File: config.mk
export PLATFORM = sky130hd
export DESIGN_NAME = mix_vga_control_decode
export DESIGN_NICKNAME = d
export VERILOG_FILES = /design/src/rtl/mix_vga_control_decode.sv
export SDC_FILE = /design/constraint.sdc
export NUM_CORES = 1
export LEC_CHECK = 0
export BUFFER_PORTS_ARGS = -buffer_cell sky130_fd_sc_hd__buf_4
export CELL_PAD_IN_SITES_DETAIL_PLACEMENT = 1
export CELL_PAD_IN_SITES_GLOBAL_PLACEMENT = 1
export CORE_ASPECT_RATIO = 1.4
export CORE_UTILIZATION = 47
export CTS_CLUSTER_SIZE = 16
export DETAILED_ROUTE_END_ITERATION = 10
export GPL_TIMING_DRIVEN = 0
export PLACE_DENSITY = 0.91
export SYNTH_ARGS = -nofsm -noshare
export SYNTH_HDL_FRONTEND = slang
export SYNTH_SLANG_ARGS = --single-unit
File: constraint.sdc
create_clock -name clk -period 3.9 [get_ports clk]
set_input_delay 0.39 -clock clk [delete_from_list [all_inputs] [get_ports clk]]
set_output_delay 0.39 -clock clk [all_outputs]
set_load 0.01 [all_outputs]
File: src/rtl/mix_vga_control_decode.sv
// -----------------------------------------------------------------------------
// mix_vga_control_decode
//
// Receive-side decoder for the thermometer-coded VGA control bus. The bus
// carries level k as k ones packed from the LSB. The block synchronises the
// (possibly asynchronous) bus and sorts each synchronised sample into a valid
// code or a bubble. A code is committed only after it has been held for
// STABLE_CYCLES consecutive synchronised samples.
//
// Ports:
//   clk            - single clock
//   rstn           - asynchronous active-low reset
//   vga_control_in - THERM_WIDTH-bit thermometer bus
//   err_clr        - synchronous clear of err_count (wins over increment)
//   level_out      - committed decoded level (held through a fault)
//   level_valid    - level_out holds a committed valid code
//   level_change   - one-cycle pulse when a new level is committed
//   code_err       - a bubble code has been committed (FAULT state)
//   err_count      - saturating count of cycles whose sample was a bubble
// -----------------------------------------------------------------------------
module mix_vga_control_decode #(
    parameter int THERM_WIDTH   = 6,
    parameter int OUT_WIDTH     = 3,
    parameter int SYNC_STAGES   = 2,
    parameter int STABLE_CYCLES = 4
) (
    input  logic                   clk,
    input  logic                   rstn,
    input  logic [THERM_WIDTH-1:0] vga_control_in,
    input  logic                   err_clr,
    output logic [OUT_WIDTH-1:0]   level_out,
    output logic                   level_valid,
    output logic                   level_change,
    output logic                   code_err,
    output logic [7:0]             err_count
);

    localparam int CNT_W = $clog2(STABLE_CYCLES + 1);
    localparam logic [CNT_W-1:0] CNT_MAX    = CNT_W'(STABLE_CYCLES);
    localparam logic [CNT_W-1:0] CNT_PRE    = CNT_W'(STABLE_CYCLES - 1);
    localparam logic [CNT_W-1:0] CNT_ONE    = CNT_W'(1);
    localparam logic             SINGLE_CYC = (STABLE_CYCLES == 1);

    typedef enum logic [1:0] {
        ST_ACQUIRE = 2'd0,
        ST_LOCKED  = 2'd1,
        ST_FAULT   = 2'd2
    } state_t;

    // Returns {valid, level}: valid when the code is k ones from the LSB.
    function automatic logic [OUT_WIDTH:0] therm_decode(input logic [THERM_WIDTH-1:0] code);
        logic [OUT_WIDTH:0] res;
        res = '0;
        for (int k = 0; k <= THERM_WIDTH; k++) begin
            res = (code == THERM_WIDTH'((1 << k) - 1)) ? {1'b1, OUT_WIDTH'(k)} : res;
        end
        return res;
    endfunction

    logic [SYNC_STAGES-1:0][THERM_WIDTH-1:0] sync_r;
    logic [THERM_WIDTH-1:0]                  samp_s;
    logic [OUT_WIDTH:0]                      dec_s;
    logic                                    dec_valid_s;
    logic [OUT_WIDTH-1:0]                    dec_level_s;
    logic [THERM_WIDTH-1:0]                  cand_r;
    logic [CNT_W-1:0]                        cnt_r;
    logic                                    commit_s;
    state_t                                  state_r;

    // Synchroniser shift chain; the last stage is the sample used everywhere.
    always_ff @(posedge clk or negedge rstn) begin
        if (!rstn) begin
            sync_r <= '0;
        end else begin
            sync_r <= {sync_r[SYNC_STAGES-2:0], vga_control_in};
        end
    end

    assign samp_s      = sync_r[SYNC_STAGES-1];
    assign dec_s       = therm_decode(samp_s);
    assign dec_valid_s = dec_s[OUT_WIDTH];
    assign dec_level_s = dec_s[OUT_WIDTH-1:0];

    // A commit fires on the edge where the run length of identical samples
    // reaches STABLE_CYCLES; a new sample starts a run of length one.
    always_comb begin
        commit_s = 1'b0;
        if (samp_s != cand_r) begin
            commit_s = SINGLE_CYC;
        end else begin
            commit_s = (cnt_r == CNT_PRE);
        end
    end

    // Stability filter: candidate code and saturating run-length counter.
    always_ff @(posedge clk or negedge rstn) begin
        if (!rstn) begin
            cand_r <= '0;
            cnt_r  <= '0;
        end else if (samp_s != cand_r) begin
            cand_r <= samp_s;
            cnt_r  <= CNT_ONE;
        end else if (cnt_r < CNT_MAX) begin
            cnt_r  <= cnt_r + CNT_ONE;
        end else begin
            cnt_r  <= cnt_r;
        end
    end

    // Control FSM with registered outputs, acting only on commit events.
    always_ff @(posedge clk or negedge rstn) begin
        if (!rstn) begin
            state_r      <= ST_ACQUIRE;
            level_out    <= '0;
            level_valid  <= 1'b0;
            level_change <= 1'b0;
            code_err     <= 1'b0;
        end else begin
            level_change <= 1'b0;
            if (commit_s) begin
                case (state_r)
                    ST_ACQUIRE, ST_FAULT: begin
                        if (dec_valid_s) begin
                            state_r      <= ST_LOCKED;
                            level_out    <= dec_level_s;
                            level_valid  <= 1'b1;
                            level_change <= 1'b1;
                            code_err     <= 1'b0;
                        end else begin
                            state_r      <= ST_FAULT;
                            level_valid  <= 1'b0;
                            code_err     <= 1'b1;
                        end
                    end
                    ST_LOCKED: begin
                        if (!dec_valid_s) begin
                            state_r      <= ST_FAULT;
                            level_valid  <= 1'b0;
                            code_err     <= 1'b1;
                        end else if (dec_level_s != level_out) begin
                            level_out    <= dec_level_s;
                            level_change <= 1'b1;
                        end else begin
                            level_out    <= level_out;
                        end
                    end
                    default: begin
                        state_r      <= ST_ACQUIRE;
                        level_valid  <= 1'b0;
                        code_err     <= 1'b0;
                    end
                endcase
            end else begin
                state_r <= state_r;
            end
        end
    end

    // Bubble counter: counts raw bubble samples, saturates, clear has priority.
    always_ff @(posedge clk or negedge rstn) begin
        if (!rstn) begin
            err_count <= 8'd0;
        end else if (err_clr) begin
            err_count <= 8'd0;
        end else if (!dec_valid_s && (err_count != 8'hFF)) begin
            err_count <= err_count + 8'd1;
        end else begin
            err_count <= err_count;
        end
    end

endmodule

==> impl_metrics.ini <==
[status]
outcome = complete, no violations

[pwr]
p_clk_share_pct = 41.4
combPwrFrac_pct = 8.2
power_frac_seq_pct = 50.3
cellLeakagePower_nw = 0.8857
switching_share_pct = 23.62
p_sw_mw = 0.1863
peakVddDrop_mv = 0.4092
power.internal_mw = 0.6025
power_density_nw_per_um2 = 416.7

[clock_network]
post_cts_buffers = 0
clockRootBuffer = clkbuf_8
cts.repair.resized = 0
tritoncts = yes
clk_pin_slew_ns = 0.07
cts.sinks = 36
cts_hold_buf = 0
htree_levels = 2
cts_max_path_buffers = 2
cts_made_buffers = 5
clock_latency_ns = 0.29

[routing]
avgRoutedWirePerCell_um = 16.71
ant_nets = 0
wirelength_mm = 3.392
vias_per_cell = 5.355
first_pass_iters = 4
drc = 0
vias = 1087
drt_iter0_drc = 16

[global_route]
grt_use_total_pct = 22.39
grt_max_degree = 37
grt_pass1_wl_mm = 5.692
grt_antenna_before_repair = 0
grt_pass1_vias = 1184
grt-ovfl-total = 0

[worst_setup_path]
critPathLaunchType = flop
critical-path-max-stage-delay_ns = 0.41
critPathRequiredTime_ns = 4.08
worstSetupEndpointType = flop
cp_max_fo = 8
regToRegEndpoint = level_out[0]
crit_chain = buf_6 > xor2_1 > nor4_2 > nand3_2 > nor3_2 > or2_1 > mux2_1
cpMaxStageDelayCell = nor4_2
cp.arrival_ns = 2.42
r2r_slack_ns = 1.66
timing.rr.start = samp_s[2]
path_class = reg -> reg
reg2reg_depth = 7

[logic_synthesis]
ys_warn_count = 0
yosys.area.top_type_share_pct = 57.19
ys_ff_latch = 36
ys_top_cells_by_area = dfrtp_1, xor2_1, nor2_1, ha_1, nand4_1
synth_enable_flop_cells = 0
yosysSeqAreaShare_pct = 57.19
synth.most_common_cell = dfrtp_1
synth_cell_types = 36
synth_ff_type = dfrtp_1
yosysTopAreaCell = dfrtp_1
ys_top_cells_by_count = dfrtp_1, xor2_1, nor2_1
syn_inst = 135
synth_nets = 147
syn_avg_cell_area_um2 = 11.67
ys_async_sr_fraction_pct = 100.0
syn_area_um2 = 1575

[floorplan]
dieHeight_um = 70.50
rows = 24
die_x_um = 50.93
ios = 23
core_area_um2 = 3153
initial_core_util_pct = 49.96
die_area_um2 = 3591

[timing]
maxSlewViolCount = 0
fin_crit_ns = 2.241
clock_skew_ns = 0.002785
hold_violations = 0
fin_tns_setup_ns = 0
worstMarginPinSlew_ns = 0.5763
timing.final.crit_share_pct = 57.45
slew_headroom_pct = 61.37
rsz0062_at_grt = false
fmax_mhz = 446.3
setup_viol = 0

[placed_design]
routabilityCongestion = 0.7653
dp_hpwl_mm = 2.165
portBuffers = 21

[job]
drv_cap = 0

[cells_and_area]
fillers = 349
nets = 175
synthToLayoutAreaGrowth_pct = 20.18
utilization_pct = 60.04
antenna_cells = 0
drive_above_1_share_pct = 26.83

[hold_path]
hold_class = in -> async
[kinds of logic (layout without fill, tap and decap cells)]
group                      after synthesis  count (layout)  share of synthesized area, %
AOI/OAI and AO/OA                       11              11                         5.242
xor gates and xnor gates                18              18                         10.01
adders and majority gates                3               3                         2.383
buffers and inverters                   15              44                         4.368
DFF                                     36              36                         57.19
muxes                                    5               5                         3.415
and+or+nand+nor                         47              47                         17.40
[critical path: cells and delay by family (launching register included)]
family / cells / cell delay [ns]
XOR/XNOR: 1 / 0.15
buffers and inverters: 1 / 0.14
AND/OR/NAND/NOR: 4 / 1.14
multiplexers: 1 / 0.31
flip-flops: 1 / 0.39
[power groups by stage]
| stage | clock, mW | combinational (mW) | sequential, mW |
|---|---|---|---|
| floorplan | 0 | 0.0357 | 0.403 |
| global placement | 0 | 0.0595 | 0.402 |
| detailed placement | 0 | 0.0641 | 0.404 |
| CTS | 0.332 | 0.0662 | 0.397 |
| global route | 0.346 | 0.0729 | 0.398 |
| finish | 0.327 | 0.0650 | 0.397 |
[how the worst max path moves through the flow]
stage	startpoint	end	slack [ns]	cells past startpoint
6_report	samp_s[2]	level_out[0]	1.66	7
5_1_grt	samp_s[2]	level_out[0]	1.47	7
4_1_cts	samp_s[2]	level_out[0]	1.62	7
3_5_place_dp	samp_s[2]	level_out[0]	1.68	7
3_3_place_gp	samp_s[2]	level_out[0]	1.76	7
2_1_floorplan	samp_s[2]	level_out[0]	1.91	7
[area by class of cell]
| cell class | count | area (um^2) | area share, % |
|---|---|---|---|
| Clock inverter | 3 | 42.54 | 2.247 |
| Buffer | 12 | 57.56 | 3.040 |
| Timing Repair Buffer | 21 | 157.7 | 8.328 |
| Tap cell | 39 | 48.80 | 2.578 |
| Sequential cell | 36 | 900.9 | 47.59 |
| Inverter | 3 | 11.26 | 0.5948 |
| Clock buffer | 5 | 68.82 | 3.635 |
| Multi-Input combinational cell | 84 | 605.6 | 31.99 |
[flip-flops by register name (all words and copies together), names as in the netlist]
register,count
cand_r,6
cnt_r,3
code_err,1
err_count,8
level_change,1
level_out,3
level_valid,1
samp_s,6
state_r,1
sync_r,6
[per-stage QoR]
step	hold WS (ns)	cell area, um^2	total power, mW	std cells	setup WS, ns
3_5_place_dp	0.3356	1782	0.4680	195	1.680
3_3_place_gp	0.3327	1782	0.4619	195	1.761
4_1_cts	0.05623	1893	0.7950	203	1.619
5_1_grt	0.07606	1893	0.8176	203	1.474
6_report	0.04434	1893	0.7889	203	1.659
2_1_floorplan	0.09441	1575	0.4390	135	1.914
[per-layer routing]
metal	global-route usage [%]	wire, um	up-vias
met5	0	0	-
met3	5.229	114	10
met4	12.04	99	0
met2	37.87	1837	24
met1	25.47	1340	551
li1	-	-	502
[cell usage in the layout (no fill, tap or decap), types with 2 or more instances in the layout]
master,synthesis,routed
clkbuf_1,6,6
ha_1,3,3
xor2_1,14,14
and3_1,4,4
mux2i_1,2,2
buf_2,4,4
nor3_2,2,2
nand2_1,9,9
nand3_1,2,2
nor2_1,12,12
xnor2_1,4,4
a21oi_1,3,3
dfrtp_1,36,36
clkbuf_8,0,5
mux2_1,3,3
nand4_1,6,6
o21ai_0,2,2
buf_4,0,21
inv_1,3,3
a21oi_2,2,2
Note: power is estimated with default switching activity, not from simulation.
